<file path="src/rtl/cdb_arbiter.sv">
`default_nettype none
// ============================================================================
//  Module   : cdb_arbiter
//  Purpose  : Common-data-bus arbiter. Four result producers compete for one
//             broadcast bus. At most one requester is granted per cycle, and
//             its data/tag are registered onto the bus one cycle later. A
//             saturating counter tracks the cycles in which two or more
//             requesters were valid at once.
//  Revision : 1.0 - initial release
//
//  Configuration macro:
//    CDB_ARB_ROUND_ROBIN_EN - defined  : round-robin search starting at a
//                                        2-bit rotating pointer.
//                             undefined: fixed priority, requester 0 highest.
//
//  Ports:
//    clk          in   1         clock, rising edge
//    rst          in   1         synchronous active-high reset
//    pause        in   1         stall; freezes all state, blocks grants
//    req_valid    in   4         per-requester valid
//    req_data     in   4*DATA_W  requester i data at [i*DATA_W +: DATA_W]
//    req_tag      in   4*TAG_W   requester i tag  at [i*TAG_W  +: TAG_W]
//    req_ready    out  4         combinational one-hot grant
//    bus_valid    out  1         registered broadcast valid
//    bus_data     out  DATA_W    registered broadcast data
//    bus_tag      out  TAG_W     registered broadcast tag
//    conflict_cnt out  16        saturating count of multi-request cycles
// ============================================================================
module cdb_arbiter #(
    parameter int DATA_W = 32,
    parameter int TAG_W  = 3
) (
    input  logic                clk,
    input  logic                rst,
    input  logic                pause,
    input  logic [3:0]          req_valid,
    input  logic [4*DATA_W-1:0] req_data,
    input  logic [4*TAG_W-1:0]  req_tag,
    output logic [3:0]          req_ready,
    output logic                bus_valid,
    output logic [DATA_W-1:0]   bus_data,
    output logic [TAG_W-1:0]    bus_tag,
    output logic [15:0]         conflict_cnt
);

    localparam int          c_NUM_REQ = 4;
    localparam logic [15:0] c_CNT_MAX = 16'hFFFF;

    logic [1:0]        w_ptr;     // search start position
    logic              w_found;
    logic [1:0]        w_gidx;
    logic [1:0]        w_idx;
    logic              w_xfer;
    logic              w_multi;

    logic              r_bus_valid_q, w_bus_valid_d;
    logic [DATA_W-1:0] r_bus_data_q,  w_bus_data_d;
    logic [TAG_W-1:0]  r_bus_tag_q,   w_bus_tag_d;
    logic [15:0]       r_cnt_q,       w_cnt_d;

`ifdef CDB_ARB_ROUND_ROBIN_EN
    logic [1:0]        r_ptr_q, w_ptr_d;
    assign w_ptr = r_ptr_q;
`else
    assign w_ptr = 2'd0;
`endif

    // First valid requester in the order ptr, ptr+1, ptr+2, ptr+3; the 2-bit
    // add wraps naturally modulo 4.
    always_comb begin
        w_found = 1'b0;
        w_gidx  = 2'd0;
        w_idx   = 2'd0;
        for (int k = 0; k < c_NUM_REQ; k++) begin
            w_idx = w_ptr + 2'(k);
            if (!w_found && req_valid[w_idx]) begin
                w_found = 1'b1;
                w_gidx  = w_idx;
            end
        end
    end

    assign w_xfer    = w_found & ~pause & ~rst;
    assign req_ready = w_xfer ? (4'b0001 << w_gidx) : 4'b0000;

    // Clearing the lowest set bit leaves something only if two or more set.
    assign w_multi = |(req_valid & (req_valid - 4'd1));

    always_comb begin
        w_bus_valid_d = r_bus_valid_q;
        w_bus_data_d  = r_bus_data_q;
        w_bus_tag_d   = r_bus_tag_q;
        w_cnt_d       = r_cnt_q;
`ifdef CDB_ARB_ROUND_ROBIN_EN
        w_ptr_d       = r_ptr_q;
`endif
        if (rst) begin
            w_bus_valid_d = 1'b0;
            w_bus_data_d  = '0;
            w_bus_tag_d   = '0;
            w_cnt_d       = '0;
`ifdef CDB_ARB_ROUND_ROBIN_EN
            w_ptr_d       = 2'd0;
`endif
        end else if (!pause) begin
            w_bus_valid_d = w_xfer;
            if (w_xfer) begin
                w_bus_data_d = req_data[int'(w_gidx)*DATA_W +: DATA_W];
                w_bus_tag_d  = req_tag[int'(w_gidx)*TAG_W +: TAG_W];
`ifdef CDB_ARB_ROUND_ROBIN_EN
                w_ptr_d      = w_gidx + 2'd1;
`endif
            end
            if (w_multi && (r_cnt_q != c_CNT_MAX)) begin
                w_cnt_d = r_cnt_q + 16'd1;
            end
        end
    end

    always_ff @(posedge clk) begin
        r_bus_valid_q <= w_bus_valid_d;
        r_bus_data_q  <= w_bus_data_d;
        r_bus_tag_q   <= w_bus_tag_d;
        r_cnt_q       <= w_cnt_d;
`ifdef CDB_ARB_ROUND_ROBIN_EN
        r_ptr_q       <= w_ptr_d;
`endif
    end

    assign bus_valid    = r_bus_valid_q;
    assign bus_data     = r_bus_data_q;
    assign bus_tag      = r_bus_tag_q;
    assign conflict_cnt = r_cnt_q;

endmodule
`default_nettype wire

</file>
<file path="config.mk">
export PLATFORM = sky130hd
export DESIGN_NAME = cdb_arbiter
export DESIGN_NICKNAME = d
export VERILOG_FILES = /design/src/rtl/cdb_arbiter.sv
export SDC_FILE = /design/constraint.sdc
export NUM_CORES = 1
export LEC_CHECK = 0
export ABC_AREA = 1
export BUFFER_PORTS_ARGS = -buffer_cell sky130_fd_sc_hd__buf_2
export CAP_MARGIN = 20
export CORE_ASPECT_RATIO = 0.5
export CORE_UTILIZATION = 40
export CTS_CLUSTER_SIZE = 10
export DETAILED_ROUTE_END_ITERATION = 8
export GPL_TIMING_DRIVEN = 0
export PLACE_DENSITY = 0.83
export REMOVE_ABC_BUFFERS = 1
export SLEW_MARGIN = 20
export SYNTH_ARGS = -nofsm -noshare
export SYNTH_HDL_FRONTEND = slang
export SYNTH_SLANG_ARGS = --single-unit
</file>
<file path="constraint.sdc">
create_clock -name clk -period 1.55 [get_ports clk]
set_clock_uncertainty 0.15 [all_clocks]
set_input_delay 0.155 -clock clk [delete_from_list [all_inputs] [get_ports clk]]
set_output_delay 0.155 -clock clk [all_outputs]
set_load 0.005 [all_outputs]
</file>
==> impl_results.md <==
* Status: finished with violations
* Failing checks: setup timing
* Detailed-route via count at between 5k and 6k
* Dpl cell area at 4875 um2
* Drt total wl at approximately 15000 um
* DPL Wire Length at 8214 um
* Sink Count at 52
* # IOs at 203
* Max Cap Viol at 0
* Sequential share of the synthesized area at 27.05%
* DRT iter0 DRCs at 371
* Clock share of power at ~34%
* Clk buf depth at 2
* Commonest cells after routing, fill and taps aside: 232 x nand2_1, 200 x buf_2, 84 x inv_1, 78 x nand3_1, 55 x nor2_1
* H-Tree Depth at 2
* Die width at 140.7 um
* Async SR Flop Fraction at 0%
* PortBufs at between 200 and 250
* Slew @ Worst Pin at 0.6977 ns
* Worst setup margin at -0.06049 ns
* Post-Syn Instances at 677
* CP required at 1.58 ns
* Post-synth EDFFs at 0
* Row count at 24
* Drt pass-1 iters at 5
* Layout area overhead at 49.67%
* Sw Share at just over 30%
* Clk_lat worst skew at approximately 0.3 ns
* Final ANT Viol Nets at 0
* Gr usage total at 28.20%
* Die ar. at 10040 um2
* Sequential share of power at 38.2%
* Top FF cell, synth: dfxtp_1
* Yosys cell types at 26
* CTS tree: yes
* Crit end category: register
* Final setup TNS at -0.5933 ns
* Top-area cell type share of the netlist area at 27.05%
* Pwr dens at around 670 nW/um2
* Post-layout instance area at between 5000 and 6000 um2
* Final Hold Fails at 0
* Crit path launch type: register
* Clock transition at path regs at 0.08 ns
* Nets at about 1.0k
* Syn Std Cell Area at approximately 3800 um2
* Routability cong. at 0.8481
* Core area at approximately 9000 um2
* Layout cells sized above 1 at 34.97%
* Largest cells by area after synthesis: dfxtp_1 27%, nand2_1 23%, nand3_1 11%
* Leak pwr at ~3.1 nW
* Final worst-path cycle share at 103.9%
* Area of the multi-input gates at 2609 um2
* Fin crit period at around 1.6 ns
* Final setup vio count at 14
* Tot Pwr at 3.835 mW
* Yosys reg bits at 52
* Via density at 5.229
* Die Y at 71.36 um
* Antenna Cells at 0
* RSZ-0062 raised after global routing: yes
* Fill count at 806
* P_sw at 1.180 mW
* Final Max Slew Viols at 0
* Largest net degree at the start of global routing at 54
* Crit Path Class: register to register
* Drc violations at 0
* First-pass GRT wire length at 22540 um
* Worst hold path type: input pin to register
* Synthesized area per cell at about 5.7 um2
* Peak Freq at 620.9 MHz
* Gr ovfl total at 0
* Initial Utilization at 42.72%
* Reg area at 1059 um2
* VDD IR max at 0.0004397 V
* Wire per inst at 14.91 um
* CTS root buffer: clkbuf_16
* YS warnings at 0
* Worst Path Arrival at 1.64 ns
* Logic pwr share at 28.0%
* Initial antenna violation count at 0
* Synth area leader: dfxtp_1
* CTS buffer count at 5
* P_int at 2.654 mW
* Max-slew headroom at between 50% and 60%
* Commonest non-fill, non-tap cell in the layout: nand2_1
* Vias in the first global route at 4783
* Dpl ws at -0.9967 ns
* Crit-path max FO at 6
-- metal layers --
metal | up-vias | share of wire (%) | global-route usage [%]
met3 | 49 | 8.5 | 4.144
met4 | 0 | 2.3 | 8.454
met1 | 2411 | 42 | 34.35
met2 | 280 | 48 | 52.13
met5 | - | 0 | 0
li1 | 2552 | - | -
-- flip-flops by register name, summed over array words and instances, names as in the netlist --
register      count
bus_tag           3
bus_valid         1
bus_data         32
conflict_cnt     16
-- power groups by stage --
stage               logic, mW  clock network (mW)  registers [mW]
floorplan               0.448                   0            1.50
global placement        0.831                   0            1.49
detailed placement      0.868                   0            1.49
CTS                     0.982                1.30            1.46
global route             1.18                1.37            1.47
finish                   1.07                1.30            1.46
-- kinds of logic after synthesis --
kind of cell               Yosys count  synth area share [%]
and+or+nand+nor                    443                 51.56
buffers and inverters              127                 13.65
DFF                                 52                 27.05
AOI/OAI and AO/OA                   51                 6.729
xor gates and xnor gates             3                0.6828
adders and majority gates            1                0.3250
-- critical path, cell delays in order (launching register included) --
cell,delay [ns]
dfxtp_4,0.38
ha_4,0.14
inv_2,0.04
nor2_4,0.23
nand4_4,0.23
buf_6,0.19
nand3_2,0.07
a21oi_2,0.06
-- cells in the mapped netlist, types with 11 or more instances --
cell and count:
o21ai_1 28, o21ai_0 11, dfxtp_1 52, nand3_1 84, clkbuf_1 13, buf_2 15, inv_1 88, a21oi_1 11
nand3b_1 39, nand2_1 239, nor2_1 65
-- worst paths after layout --
kind	start	endpoint	slack, ns	depth (start not counted)
setup / recovery	conflict_cnt[0]	conflict_cnt[6]	-0.06	7
hold / removal	pause	bus_valid	0.01	3
setup reg to reg	conflict_cnt[0]	conflict_cnt[6]	-0.06	7
hold reg to reg	bus_data[15]	bus_data[15]	0.32	2
-- stage by stage --
stage	utilization, %	std cells	hold slack [ns]
finish	63.94	1012	0.009707
global route	63.94	1012	0.02127
CTS	60.64	995	0.001177
detailed placement	54.11	960	0.2946
global placement	53.44	958	0.2919
floorplan	-	639	0.07407
-- area by class of cell --
| cell class | count | share of cell area (%) |
|---|---|---|
| Clock buffer | 5 | 2.172 |
| Clock inverter | 3 | 0.7385 |
| Timing Repair inverter | 1 | 0.1955 |
| Tap cell | 117 | 2.541 |
| Multi-Input combinational cell | 507 | 45.29 |
| Sequential cell | 52 | 18.38 |
| Timing Repair Buffer | 238 | 24.30 |
| Inverter | 89 | 6.386 |
-- repair_timing --
| action | in CTS | in global routing |
|---|---|---|
| buffers inserted | 18 | 14 |
| gates resized for setup | 42 | 40 |
| pin swaps | 13 | 15 |
| cloned | 9 | 3 |
| setup endpoints to repair | 55 | 46 |
| hold buffers | 0 | 0 |
Power figures use the tool's default switching activity.
